[src/rtl/tama_pkg.sv]
// Shared definitions for the stats reporter.
// Holds the ASCII tag bytes, line terminators, the report command code,
// frame-length constants, the reporter FSM state type and the stats snapshot
// structure.
// Build option: STATS_REPORTER_CHECKSUM_EN selects the 17-byte frame with a
// two-character XOR checksum. Without it the frame is 15 bytes.
package tama_pkg;

    localparam logic [7:0] TagH      = 8'h48;  // 'H' hunger
    localparam logic [7:0] TagA      = 8'h41;  // 'A' happiness
    localparam logic [7:0] TagL      = 8'h4C;  // 'L' health
    localparam logic [7:0] TagG      = 8'h47;  // 'G' hygiene
    localparam logic [7:0] TagE      = 8'h45;  // 'E' energy
    localparam logic [7:0] TagS      = 8'h53;  // 'S' social
    localparam logic [7:0] AsciiCr   = 8'h0D;
    localparam logic [7:0] AsciiLf   = 8'h0A;
    localparam logic [7:0] CmdReport = 8'h72;  // 'r'

    localparam int unsigned FrameLenBase = 15;
    localparam int unsigned FrameLenCsum = 17;

`ifdef STATS_REPORTER_CHECKSUM_EN
    localparam int unsigned FrameLen = FrameLenCsum;
`else
    localparam int unsigned FrameLen = FrameLenBase;
`endif

    localparam int unsigned IdxW = 5;
    localparam logic [IdxW-1:0] LastIdx = IdxW'(FrameLen - 1);

    typedef enum logic {
        StIdle,
        StSend
    } state_e;

    typedef struct packed {
        logic [3:0] hunger;
        logic [4:0] happiness;
        logic [3:0] health;
        logic [3:0] hygiene;
        logic [3:0] energy;
        logic [3:0] social;
    } stats_t;

endpackage

[src/rtl/hex_ascii.sv]
// Combinational nibble to uppercase ASCII hex digit.
// Ports:
//   nibble  in  4  value 0..15
//   ascii   out 8  '0'..'9' (8'h30..8'h39) or 'A'..'F' (8'h41..8'h46)
module hex_ascii (
    input  logic [3:0] nibble,
    output logic [7:0] ascii
);

    always_comb begin
        if (nibble < 4'd10) begin
            ascii = 8'h30 + {4'h0, nibble};
        end else begin
            // 8'h37 + 10 lands on 'A'
            ascii = 8'h37 + {4'h0, nibble};
        end
    end

endmodule

[src/rtl/stats_reporter.sv]
// Streams a one-line ASCII report of the pet stats to a UART transmitter.
// A report starts on any level change of 'second' or on a received 'r' byte.
// The stats are snapshotted when the frame starts, so later input changes only
// show up in the next frame. Triggers seen while a frame is in flight collapse
// into one pending request that starts the next frame after one idle cycle.
//
// Frame: H h A a a L h G h E h S h [c c] CR LF  (c c only with checksum build)
//
// Build option: STATS_REPORTER_CHECKSUM_EN adds hex(cs[7:4]), hex(cs[3:0])
// before CR, where cs is the XOR of bytes 0..12.
//
// Ports:
//   clk        in   1  system clock
//   reset      in   1  asynchronous, active-high reset
//   second     in   1  animation-second toggle; any level change triggers
//   cmd_byte   in   8  received UART byte
//   cmd_valid  in   1  cmd_byte valid this cycle
//   hunger, health, hygiene, energy, social  in 4  stat values
//   happiness  in   5  stat value
//   tx_data    out  8  ASCII byte to transmitter
//   tx_valid   out  1  tx_data valid
//   tx_ready   in   1  transmitter accepts tx_data
//   busy       out  1  frame in progress
module stats_reporter
    import tama_pkg::*;
(
    input  logic       clk,
    input  logic       reset,
    input  logic       second,
    input  logic [7:0] cmd_byte,
    input  logic       cmd_valid,
    input  logic [3:0] hunger,
    input  logic [4:0] happiness,
    input  logic [3:0] health,
    input  logic [3:0] hygiene,
    input  logic [3:0] energy,
    input  logic [3:0] social,
    output logic [7:0] tx_data,
    output logic       tx_valid,
    input  logic       tx_ready,
    output logic       busy
);

    state_e          state_q, state_d;
    logic [IdxW-1:0] index_q, index_d;
    logic            pending_q, pending_d;
    stats_t          snap_q, snap_d;
    logic            second_q;

    logic            trigger;
    logic            accept;
    logic            last_byte;
    logic            use_hex;
    logic [3:0]      nibble;
    logic [7:0]      nibble_ascii;
    logic [7:0]      tag_byte;

`ifdef STATS_REPORTER_CHECKSUM_EN
    logic [7:0]      cs_q, cs_d;
`endif

    assign trigger   = (second != second_q) || (cmd_valid && (cmd_byte == CmdReport));
    assign accept    = (state_q == StSend) && tx_ready;
    assign last_byte = (index_q == LastIdx);

    // Next-state logic
    always_comb begin
        state_d   = state_q;
        index_d   = index_q;
        pending_d = pending_q;
        snap_d    = snap_q;

        case (state_q)
            StIdle: begin
                if (trigger || pending_q) begin
                    state_d          = StSend;
                    index_d          = '0;
                    pending_d        = 1'b0;
                    snap_d.hunger    = hunger;
                    snap_d.happiness = happiness;
                    snap_d.health    = health;
                    snap_d.hygiene   = hygiene;
                    snap_d.energy    = energy;
                    snap_d.social    = social;
                end
            end
            StSend: begin
                // Covers a trigger coinciding with the last-byte accept too.
                if (trigger) begin
                    pending_d = 1'b1;
                end
                if (accept) begin
                    if (last_byte) begin
                        state_d = StIdle;
                        index_d = '0;
                    end else begin
                        index_d = index_q + IdxW'(1);
                    end
                end
            end
            default: begin
                state_d = StIdle;
            end
        endcase
    end

`ifdef STATS_REPORTER_CHECKSUM_EN
    // Running XOR of the bytes as they are accepted; complete once byte 12
    // has gone, which is exactly when the checksum bytes are needed.
    always_comb begin
        cs_d = cs_q;
        if (state_q == StIdle) begin
            cs_d = '0;
        end else if (accept && (index_q <= 5'd12)) begin
            cs_d = cs_q ^ tx_data;
        end
    end

    always_ff @(posedge clk or posedge reset) begin
        if (reset) begin
            cs_q <= '0;
        end else begin
            cs_q <= cs_d;
        end
    end
`endif

    // Frame byte selection: either a fixed byte or a nibble routed to the
    // single hex converter.
    always_comb begin
        use_hex  = 1'b0;
        nibble   = '0;
        tag_byte = '0;
        case (index_q)
            5'd0:  tag_byte = TagH;
            5'd1:  begin use_hex = 1'b1; nibble = snap_q.hunger; end
            5'd2:  tag_byte = TagA;
            5'd3:  begin use_hex = 1'b1; nibble = {3'b000, snap_q.happiness[4]}; end
            5'd4:  begin use_hex = 1'b1; nibble = snap_q.happiness[3:0]; end
            5'd5:  tag_byte = TagL;
            5'd6:  begin use_hex = 1'b1; nibble = snap_q.health; end
            5'd7:  tag_byte = TagG;
            5'd8:  begin use_hex = 1'b1; nibble = snap_q.hygiene; end
            5'd9:  tag_byte = TagE;
            5'd10: begin use_hex = 1'b1; nibble = snap_q.energy; end
            5'd11: tag_byte = TagS;
            5'd12: begin use_hex = 1'b1; nibble = snap_q.social; end
`ifdef STATS_REPORTER_CHECKSUM_EN
            5'd13: begin use_hex = 1'b1; nibble = cs_q[7:4]; end
            5'd14: begin use_hex = 1'b1; nibble = cs_q[3:0]; end
            5'd15: tag_byte = AsciiCr;
            5'd16: tag_byte = AsciiLf;
`else
            5'd13: tag_byte = AsciiCr;
            5'd14: tag_byte = AsciiLf;
`endif
            default: tag_byte = '0;
        endcase
    end

    hex_ascii u_hex_ascii (
        .nibble (nibble),
        .ascii  (nibble_ascii)
    );

    // Outputs
    always_comb begin
        tx_valid = (state_q == StSend);
        busy     = (state_q == StSend);
        tx_data  = 8'h00;
        if (state_q == StSend) begin
            tx_data = use_hex ? nibble_ascii : tag_byte;
        end
    end

    always_ff @(posedge clk or posedge reset) begin
        if (reset) begin
            state_q   <= StIdle;
            index_q   <= '0;
            pending_q <= 1'b0;
            snap_q    <= '0;
            second_q  <= 1'b0;
        end else begin
            state_q   <= state_d;
            index_q   <= index_d;
            pending_q <= pending_d;
            snap_q    <= snap_d;
            second_q  <= second;
        end
    end

endmodule

[config.mk]
export PLATFORM = sky130hd
export DESIGN_NAME = stats_reporter
export DESIGN_NICKNAME = d
export VERILOG_FILES = /design/src/rtl/tama_pkg.sv /design/src/rtl/hex_ascii.sv /design/src/rtl/stats_reporter.sv
export SDC_FILE = /design/constraint.sdc
export NUM_CORES = 1
export LEC_CHECK = 0
export BUFFER_PORTS_ARGS = -buffer_cell sky130_fd_sc_hd__buf_2
export CAP_MARGIN = 20
export CELL_PAD_IN_SITES_DETAIL_PLACEMENT = 1
export CELL_PAD_IN_SITES_GLOBAL_PLACEMENT = 2
export CORE_MARGIN = 10
export CORE_UTILIZATION = 36
export DETAILED_ROUTE_END_ITERATION = 10
export PLACE_DENSITY_LB_ADDON = 0.1
export SETUP_SLACK_MARGIN = 0.4
export SYNTH_ARGS = -nofsm -noshare
export SYNTH_HDL_FRONTEND = slang
export SYNTH_HIERARCHICAL = 1
export SYNTH_SLANG_ARGS = --single-unit
export TNS_END_PERCENT = 30
[constraint.sdc]
create_clock -name clk -period 4.9 [get_ports clk]
set_input_delay 0.735 -clock clk [delete_from_list [all_inputs] [get_ports clk]]
set_output_delay 0.735 -clock clk [all_outputs]
set_load 0.02 [all_outputs]
==> results by group <==
Synth
  – Main synth FF type: dfrtp_1
  – Synth area leader: dfrtp_1
  – Yosys cell types: 49
  – Sequential share of the synthesized area: 0.4019
  – Mapped Cells: 203
  – Syn_nets: 246
  – Yosys warns: 6
  – Yosys reg bits: 33
  – Post-synth top cells: 33 x dfrtp_1, 21 x mux2_1, 20 x a21oi_1
  – Area contributors post-synth: dfrtp_1 40%, mux2_1 12%, a21oi_1 4.9%
  – Mapped cell area: 2054 µm²
  – Share of the synthesized area in the top cell type: 0.4019
  – Post-synth EDFFs: 0
  – Mean Syn Cell Area: 10.12 µm²
  – Asr flop ratio synth: 1.000
  – Most common cell in the netlist: dfrtp_1

Timing
  – Tcrit/Tclk final: 0.8174
  – Setup_tns: 0 ns
  – RSZ-0062 raised after global routing: false
  – Worst hold slack: 0.4954 ns
  – Skew final: 0.004416 ns
  – Period minus WS final: 4.005 ns
  – # setup viols final: 0
  – Final Hold Vio Count: 0
  – Worst slew margin: 0.4074
  – Slew @ Worst Pin: 0.8848 ns
  – Slew Limit Fails: 0
  – Final worst slack: 0.8948 ns
  – Fmax achieved: 249.7 MHz

Routing
  – Top Layer Used: met4
  – Drt pass-1 iters: 4
  – Drt via density: 5.293
  – M1 WL: 2512 µm
  – Drt drc: 0
  – DR vias: 1678
  – Antenna viol nets, final: 0
  – Met2 wire len: 2567 µm
  – DRT iter0 DRCs: 30
  – Routed wl met3: 257 µm
  – DR WL/cell: 16.92 µm
  – Post-Route WL: 5363 µm

Finish
  – Design area: 2406 µm²
  – Fin nets: 287
  – Storage element area: 825.8 µm²
  – Share of cells above drive strength 1: 0.2816
  – # fillers: 650
  – Footprint of the multi-input gates: 1087 µm²
  – N_diodes: 0
  – P&R area growth vs syn: 17.11%
  – Core Util, Final: 0.4369

Floorplan
  – Die span in y: 95.55 µm
  – # rows: 27
  – Initial core utilization: 0.3731
  – Die W: 95.55 µm
  – Core area: 5507 µm²
  – Die footprint: 9129 µm²
  – I/O pin cnt: 48

Power
  – VDD IR max: 0.3155 mV
  – Pwr Density: 637.2 nW/µm²
  – Reg power frac: 0.336
  – Internal Power: 0.0008850 W
  – Static Leak: 1.103 nW
  – Comb power frac: 0.487
  – P_sw: 0.0006482 W
  – Clock share of power: 0.177
  – Switching share of power: 0.4228

Clock network
  – Setup Fix Bufs, Post-CTS: 0
  – CTS tree: yes
  – Longest Clk Path Bufs: 2
  – H-tree depth: 2
  – # resized after CTS: 0
  – Root buffer selected by CTS: clkbuf_8
  – Worst-path clk slew: 0.07 ns
  – Clk Latency, worst-skew pair: 0.29 ns
  – Cts hold-fix bufs: 0
  – Clk sinks: 33
  – Total CTS buffers: 5

Status
  – Outcome: complete, no violations

Placement
  – Routability cong.: 0.7557
  – Area after DPL: 2286 µm²
  – Port Buffers: 46
  – Post-DP HPWL: 4048 µm
  – Setup slack at placement: 1.236 ns

Worst setup path
  – WS Path Type: flop to primary output
  – Crit-path max FO: 23
  – CP max stage cell: dfrtp_1
  – Cell mode on critical path: a21oi_1
  – Crit path largest cell delay: 0.80 ns
  – Crit path DAT: 3.27 ns
  – CP endpoint kind: primary output
  – Worst Setup Start Kind: flop
  – Crit path required time: 4.16 ns
  – Cell Chain, Critical Path: nor2b_1, a21oi_1, o21ai_0, inv_1, ha_1, nand2_2, mux2_1, nand3_1, a21oi_1, buf_2

Flow run
  – # Max-Cap Violations: 0

Hold path
  – Hold/Removal Path Class: flop to flop

GRT
  – Total GRT Usage: 0.1250
  – GRT Residual Overflow: 0
  – First-pass GRT wire length: 9156 µm
  – Initial antenna violation count: 0
  – Largest net degree at the start of global routing: 34
  – Vias in the first global route: 1835
==> per-stage QoR <==
step	cells	total power, W
after floorplan	203	0.001084
after global placement	309	0.001263
after detailed placement	309	0.001275
after CTS	317	0.001553
after global routing	317	0.001671
final	317	0.001533
==> power by group through the flow <==
stage               registers, W  clock network (W)  logic, W
floorplan               0.000444                  0  0.000640
global placement        0.000522                  0  0.000742
detailed placement      0.000522                  0  0.000753
CTS                     0.000516           0.000280  0.000757
global route            0.000537           0.000291  0.000843
finish                  0.000515           0.000272  0.000747
==> area by class of cell <==
type,count,area share
multi-input combinational,145,0.4519
tap,72,0.03744
inverter,12,0.01872
sequential,33,0.3432
clock inverter,2,0.01560
timing repair buffer,47,0.09880
clock buffer,6,0.03432
==> registers in the layout, summed over array words and instances (netlist names) <==
| name | count |
|---|---|
| snap_q | 25 |
| index_q | 5 |
| busy | 1 |
| pending_q | 1 |
| second_q | 1 |
==> cell usage in the layout, fill, tap and decap left out, drive strengths merged, types with 2 or more instances in the layout <==
cell type	Yosys	layout
dfrtp	33	33
mux2	26	26
a22oi	3	3
o21a	2	2
nor3b	5	5
buf	9	47
clkbuf	4	6
nand2b	2	2
a22o	4	4
mux2i	4	4
inv	12	12
o21ai	13	13
nor2b	5	5
nor2	8	8
a31oi	3	3
nand4	3	3
nand2	6	6
nand3	8	8
o221a	2	2
a21oi	21	21
ha	5	5
and2	2	2
and3	5	5
nor3	4	4
==> worst max-delay path, delay by kind of cell (launching register included) <==
kind,cells,cell delay (ns)
DFF,1,0.80
AOI/OAI and AO/OA,3,0.70
and+or+nand+nor,3,0.65
muxes,1,0.32
buffers and inverters,2,0.27
adders and majority gates,1,0.23
==> metal layers <==
metal | track usage | vias to the layer above
met5 | 0 | -
met4 | 0.02948 | 0
met3 | 0.04085 | 4
met2 | 0.2037 | 27
met1 | 0.1564 | 823
li1 | - | 824
==> final timing paths <==
kind	slack, ns	to	start	cells after the start
worst max register to register	3.07	snap_q[11]	busy	2
worst min register to register	0.50	snap_q[14]	snap_q[14]	1
max in group asynchronous	4.06	snap_q[21]	reset	3
worst max-delay path	0.89	tx_data[2]	index_q[3]	10
min in group asynchronous	0.53	snap_q[19]	reset	3
worst min-delay path	0.50	snap_q[14]	snap_q[14]	1
==> kinds of logic after synthesis <==
family | after synthesis | share of synthesized area
buffers and inverters | 25 | 0.06881
adders and majority gates | 5 | 0.03045
AOI/OAI and AO/OA | 52 | 0.1632
other | 1 | 0.001825
and+or+nand+nor | 55 | 0.1632
DFF | 33 | 0.4019
xor gates and xnor gates | 2 | 0.008528
muxes | 30 | 0.1620
No activity file was read; power rests on OpenSTA's default activity.
